$ cat config.mk
export PLATFORM = sky130hd
export DESIGN_NAME = input_debouncer
export DESIGN_NICKNAME = d
export VERILOG_FILES = /design/src/rtl/input_debouncer_pkg.sv /design/src/rtl/input_debouncer_bit.sv /design/src/rtl/input_debouncer.sv
export SDC_FILE = /design/constraint.sdc
export NUM_CORES = 1
export LEC_CHECK = 0
export CAP_MARGIN = 20
export CORE_AREA = 5 5 48 50
export CTS_CLUSTER_DIAMETER = 200
export DETAILED_ROUTE_END_ITERATION = 10
export DIE_AREA = 0 0 53 55
export PLACE_DENSITY = 0.79
export SYNTH_ARGS = -nofsm -noshare
export SYNTH_HDL_FRONTEND = slang
export SYNTH_HIERARCHICAL = 1
export SYNTH_SLANG_ARGS = --single-unit
$ cat constraint.sdc
create_clock -name clk -period 2.9 [get_ports clk]
set_input_delay 0.725 -clock clk [delete_from_list [all_inputs] [get_ports clk]]
set_output_delay 0.725 -clock clk [all_outputs]
set_load 0.02 [all_outputs]
$ cat src/rtl/input_debouncer_pkg.sv
// Shared constants and helpers for the input debouncer.
// Common debounce periods and the counter widths that cover them.
package input_debouncer_pkg;

    localparam int DEBOUNCE_1MS_50MHZ      = 50000;
    localparam int DEBOUNCE_10MS_50MHZ     = 500000;
    localparam int COUNT_BITS_1MS_50MHZ    = 16;
    localparam int COUNT_BITS_10MS_50MHZ   = 19;

    // Terminal counter value; 0 and 1 cycles both collapse to a single-edge debounce.
    function automatic int last_count(input int cycles);
        return (cycles <= 1) ? 0 : cycles - 1;
    endfunction

endpackage

$ cat src/rtl/input_debouncer_bit.sv
// One debounced bit: run-length counter, registered level, edge pulses and a
// sticky event flag with write-one-to-clear.
module input_debouncer_bit
    import input_debouncer_pkg::*;
#(
    parameter int   debounce_cycles = 50000,
    parameter int   count_bits      = 16,
    parameter logic reset_level     = 1'b0
) (
    input  logic clk,
    input  logic reset,
    input  logic in,
    input  logic clear,
    output logic out,
    output logic rise,
    output logic fall,
    output logic event_flag
);

    localparam logic [count_bits-1:0] last = count_bits'(last_count(debounce_cycles));

    logic [count_bits-1:0] count;
    logic                  differ;
    logic                  change;

    assign differ = (in != out);
    assign change = differ && (count == last);

    always_ff @(posedge clk or posedge reset) begin
        if (reset) begin
            count      <= '0;
            out        <= reset_level;
            rise       <= 1'b0;
            fall       <= 1'b0;
            event_flag <= 1'b0;
        end else begin
            rise <= 1'b0;
            fall <= 1'b0;
            if (!differ) begin
                count <= '0;
            end else if (change) begin
                out   <= in;
                count <= '0;
                rise  <= in;
                fall  <= ~in;
            end else begin
                count <= count + 1'b1;
            end
            // A change on the same edge as a clear keeps the flag set.
            if (change) begin
                event_flag <= 1'b1;
            end else if (clear) begin
                event_flag <= 1'b0;
            end
        end
    end

endmodule

$ cat src/rtl/input_debouncer.sv
// Multi-bit debouncer top: parameter checks, optional input synchronizer
// (INPUT_DEBOUNCER_SYNC_EN) and one input_debouncer_bit per input bit.
module input_debouncer
    import input_debouncer_pkg::*;
#(
    parameter  int   width           = 1,
    localparam int   msb             = width - 1,
    parameter  int   debounce_cycles = DEBOUNCE_1MS_50MHZ,
    parameter  int   count_bits      = COUNT_BITS_1MS_50MHZ,
    parameter  logic reset_level     = 1'b0
) (
    input  logic         clk,
    input  logic         reset,
    input  logic [msb:0] in,
    input  logic [msb:0] event_clear,
    output logic [msb:0] out,
    output logic [msb:0] rise,
    output logic [msb:0] fall,
    output logic [msb:0] event_flag
);

    if (width < 1) begin : g_bad_width
        $error("input_debouncer: width must be at least 1");
    end
    if ((64'd1 << count_bits) < 64'(debounce_cycles)) begin : g_bad_count_bits
        $error("input_debouncer: count_bits too small for debounce_cycles");
    end

    logic [msb:0] sampled;

`ifdef INPUT_DEBOUNCER_SYNC_EN
    logic [msb:0] sync_a;
    logic [msb:0] sync_b;

    // Half-cycle first stage keeps the added latency to exactly one cycle.
    always_ff @(negedge clk or posedge reset) begin
        if (reset) sync_a <= {width{reset_level}};
        else       sync_a <= in;
    end

    always_ff @(posedge clk or posedge reset) begin
        if (reset) sync_b <= {width{reset_level}};
        else       sync_b <= sync_a;
    end

    assign sampled = sync_b;
`else
    assign sampled = in;
`endif

    for (genvar i = 0; i < width; i++) begin : g_bit
        input_debouncer_bit #(
            .debounce_cycles(debounce_cycles),
            .count_bits     (count_bits),
            .reset_level    (reset_level)
        ) u_bit (
            .clk       (clk),
            .reset     (reset),
            .in        (sampled[i]),
            .clear     (event_clear[i]),
            .out       (out[i]),
            .rise      (rise[i]),
            .fall      (fall[i]),
            .event_flag(event_flag[i])
        );
    end

endmodule

======== After elaboration in Yosys (flattened, before gate mapping) ========
Index checks and enable logic that the tools add are counted.
W data, S select, Z words.
cells by class
  equality and inequality tests ........... 2
  multipliers ............................. 0
  mux-type cells .......................... 8
  magnitude comparators ................... 0
  add/sub/neg operators ................... 1
  reduce and logical (&&, ||, !) cells .... 3
  bitwise gates (word level) .............. 1
  divide/modulo/power cells ............... 0
  shifts and indexed selects .............. 0
operators with widths
  cell                     number
  $mux W16                 2
  $add A16 B1 Y16 const B  1
  $eq A16 B16 Y1 const B   1
  $mux W1                  6
  $reduce_and A2 Y1        1
  $reduce_bool A2 Y1       1
  $logic_and A1 B1 Y1      1
  $ne A1 B1 Y1             1
  $not A1 Y1               1
word-level totals
  RAM bits ................................ 0
  input bits .............................. 4
  memory bits (read-only) ................. 0
  bits in registers ....................... 20
  memories ................................ 0
  logic and storage cells ................. 20
  output and inout bits ................... 4
  bits in latches ......................... 0

======== Depth between registers and ports, before layout ========
  word-level depth ........................ 4
  depth in mapped cells ................... 6
  mapped depth without buffers ............ 5

======== Least setup slack after synthesis ========
OpenSTA, ideal clock, no wires.
  kind .................................... in2reg
  from .................................... input port in
  to ...................................... register g_bit[0].u_bit.count[10]
  required time ........................... 2829 ps
  data arrival time ....................... 1325 ps
  cell stages on the path ................. 4
  setup time .............................. 71 ps
  path buffers ............................ 1
  path slack .............................. 1504 ps
  cell sequence ........................... xor2_1 > nand2_4 > buf_6 > nor2_1
between the ends
  longest elaborated chain between the ends .. 4
RTL lines
  element               RTL line                   source
  start, declared       input_debouncer.sv:14      input logic [msb:0] in,
  $ne A1 B1 Y1 (*)      input_debouncer_bit.sv:26  assign differ = (in != out);
  $logic_and A1 B1 Y1   input_debouncer_bit.sv:27  assign change = differ && (count == last);
  $mux W16              input_debouncer_bit.sv:41  end else if (change) begin
  $mux W16 (*)          input_debouncer_bit.sv:39  if (!differ) begin
  end signal, assigned  input_debouncer_bit.sv:47  count <= count + 1'b1;
  end, declared         input_debouncer_bit.sv:22  logic [count_bits-1:0] count;
Mark *: on every way between the ends. The rest lies on a longest branch, timed or not.
A chain may end at the register's enable or synchronous reset.

======== Final worst setup path ========
  from .................................... register g_bit[0].u_bit.out
  to ...................................... output port out
RTL lines
  element                 RTL line                   source
  start, declared         input_debouncer_bit.sv:14  output logic out,
  start signal, assigned  input_debouncer_bit.sv:32  out <= reset_level;
  start signal, assigned  input_debouncer_bit.sv:42  out <= in;
  end, declared           input_debouncer.sv:16      output logic [msb:0] out,
No word-level cell between the ends.

==> reports/metrics.csv <==
metric,value,unit
status,"complete, no violations",
Worst VDD drop,0.000293,V
worst relative slew slack,49.4,%
net switching power,0.000116,W
DR iter-0 viols,10,
"Period Utilization, post-route",71.8,%
"Reg clk slew, reported paths",120,ps
drt pass-1 iters,4,
Switching Share,23.6,%
Post-DP Area,1120,um2
final setup margin,818,ps
CP Data Required Time,2170,ps
Die Area,2920,um2
Leakage,0.484,nW
cell family with most CP delay,buffers and inverters,
Rows,16,
depth of the most critical reg-to-reg path,5,
input/output buffers,7,
final slew viol count,0,
initial antenna violation count,0,
Synth area leaders,"dfrtp_1, xnor2_1, nor2_1",
pin count of the biggest net entering global routing,21,
worst-margin pin slew,758,ps
die height,55,um
CP Launch Type,flop,
total CTS buffers,3,
"flops & latches, synth",20,
slack of the worst reg-to-reg path,1320,ps
"area leader, netlist",dfrtp_1,
CTS Hold Bufs,0,
routed vias,692,
average wire per standard cell,15.2,um
"worst slack, placed",863,ps
Crit Path Class,reg2out,
clock share of power,33.2,%
Antenna Nets Post-Route,0,
sequential power share,59.9,%
power consumption,0.000493,W
"Remaining Overflow, GRT",0,
Final Skew,3.12,ps
Post-Synthesis Cells,92,
post-synth cell types,26,
DR vias/cell,5.45,
die width,53,um
Reg2Reg Capture Point,g_bit[0].u_bit/count[14],
minimum clock period after layout,2080,ps
CTS max path bufs,2,
num ports,8,
fill count,174,
DRC,0,
Hold Crit Class,reg2reg,
Max stage delay on crit path,630,ps
Fmax,0.480,GHz
# Max-Cap Violations,0,
vias in the first global route,735,
"Max stage delay cell, worst path",clkdlybuf4s50_1,
hold path depth,1,
RSZ-0062 raised after global routing,no,
Synth-to-Final Area Change,10.5,%
Hold Crit Start,g_bit[0].u_bit/count[0],
# Post-CTS Setup Buffers,0,
Critical path buffers and inverters,1,
Core ar.,1860,um2
placed instance count,123,
Final GP Congestion,0.818,
"Net Count, Synth",97,
Synth Area per Inst,11.4,um2
cells along the critical path,clkdlybuf4s50_1,
n_diodes,0,
detailed placer's ending HPWL,1440,um
Root Buffer,clkbuf_4,
setup TNS,0,ps
"Clk Latency, worst-skew pair",300,ps
H-tree levels,1,
Max Fanout on Critical Path,5,
crit end category,output port,
warnings from Yosys,6,
Synth top area share,47.9,%
share of layout cells above drive strength 1,17.0,%
cts repair resizes,0,
CTS tree,built,
register area share after synthesis,47.9,%
non-filler instance count after layout,127,
Final Cell Area,1150,um2
clock tree sinks,20,
P_int,0.000377,W
Nets,106,
Finish-stage setup viols,0,
Hold Fails Final Rpt,0,
WP data arrival,1360,ps
Comb pwr share,7.0,%
final wirelength,1940,um
global-route wire length before repair,3390,um
Initial Util,56.1,%
worst r2r src,g_bit[0].u_bit/count[0],
Power Density,427,nW/um2
Total Routing Usage GR,16.3,%
Hold Path End,g_bit[0].u_bit/count[0],
mapped cell area,1040,um2
[cells by family after synthesis]
| family | Yosys count | synth area share [%] |
|---|---|---|
| compound gates | 1 | 0.479 |
| xor+xnor | 15 | 12.6 |
| fa+ha+maj | 1 | 1.20 |
| buf+inv | 6 | 3.95 |
| flops | 20 | 47.9 |
| mux | 1 | 1.44 |
| simple gates | 48 | 32.5 |
[area by class of cell]
class | count | area (um2) | area share [%]
Multi-Input combinational cell | 66 | 503 | 43.6
Sequential cell | 20 | 500 | 43.3
Timing Repair Buffer | 7 | 70.1 | 6.07
Clock buffer | 4 | 36.3 | 3.14
Tap cell | 27 | 33.8 | 2.93
Inverter | 3 | 11.3 | 0.975
[power by group through the flow]
| stage | logic [W] | registers (W) | clock network [W] |
|---|---|---|---|
| after floorplan | 0.0000257 | 0.000300 | 0 |
| after global placement | 0.0000344 | 0.000300 | 0 |
| after detailed placement | 0.0000349 | 0.000300 | 0 |
| after CTS | 0.0000353 | 0.000295 | 0.000167 |
| after global routing | 0.0000379 | 0.000297 | 0.000177 |
| final | 0.0000343 | 0.000295 | 0.000163 |
[cells in the final DEF, fill, tap and decap left out, types with 3 or more instances in the layout]
cell,n
nor4_2,3
xnor2_1,9
nor2_1,14
inv_1,3
nand2_1,3
nand4_1,5
clkdlybuf4s50_1,7
clkbuf_4,3
nand3_1,5
nor3_1,3
xor2_1,6
dfrtp_1,20
[sequential cells by signal, summed over array words and instances (netlist names)]
register	flops
g_bit.u_bit/event_flag	1
g_bit.u_bit/fall	1
g_bit.u_bit/out	1
g_bit.u_bit/rise	1
g_bit.u_bit/count	16
[metal layers]
metal | track usage (%) | up-vias | part of all wire, %
li1 | - | 334 | -
met1 | 20.7 | 337 | 45
met2 | 25.6 | 15 | 48
met3 | 4.02 | 6 | 4.2
met4 | 8.51 | 0 | 2.8
met5 | 0 | - | 0
[synthesized netlist by cell type]
cell	number
nand3_1	5
inv_1	3
buf_4	1
nand2_4	1
and3_2	1
buf_6	2
mux2_4	1
nor2_2	2
o21ai_0	1
nand4_1	5
dfrtp_1	20
nor4_2	3
nand2b_1	1
nor4b_4	1
xnor2_1	9
ha_1	1
nor3_1	3
xor2_1	6
and4bb_1	1
nand2_1	3
and4_2	1
and3_1	2
nand4_4	2
and4bb_2	1
nor3b_1	2
nor2_1	14
[through the flow]
step                      util [%]  hold WS, ps
final                         62.0          511
after global routing          62.0          549
after CTS                     62.0          514
after detailed placement      60.1          498
after global placement        60.1          504
after floorplan                  -          463
[how the worst max path moves through the flow]
stage	from	to	slack, ps	cells past startpoint
final	g_bit[0].u_bit/out	out	820	1
after global routing	g_bit[0].u_bit/out	out	760	1
after CTS	g_bit[0].u_bit/out	out	810	1
after detailed placement	in	g_bit[0].u_bit/count[7]	860	4
after global placement	in	g_bit[0].u_bit/count[12]	950	4
after floorplan	in	g_bit[0].u_bit/count[10]	1500	4
No activity file was read; power rests on OpenSTA's default activity.
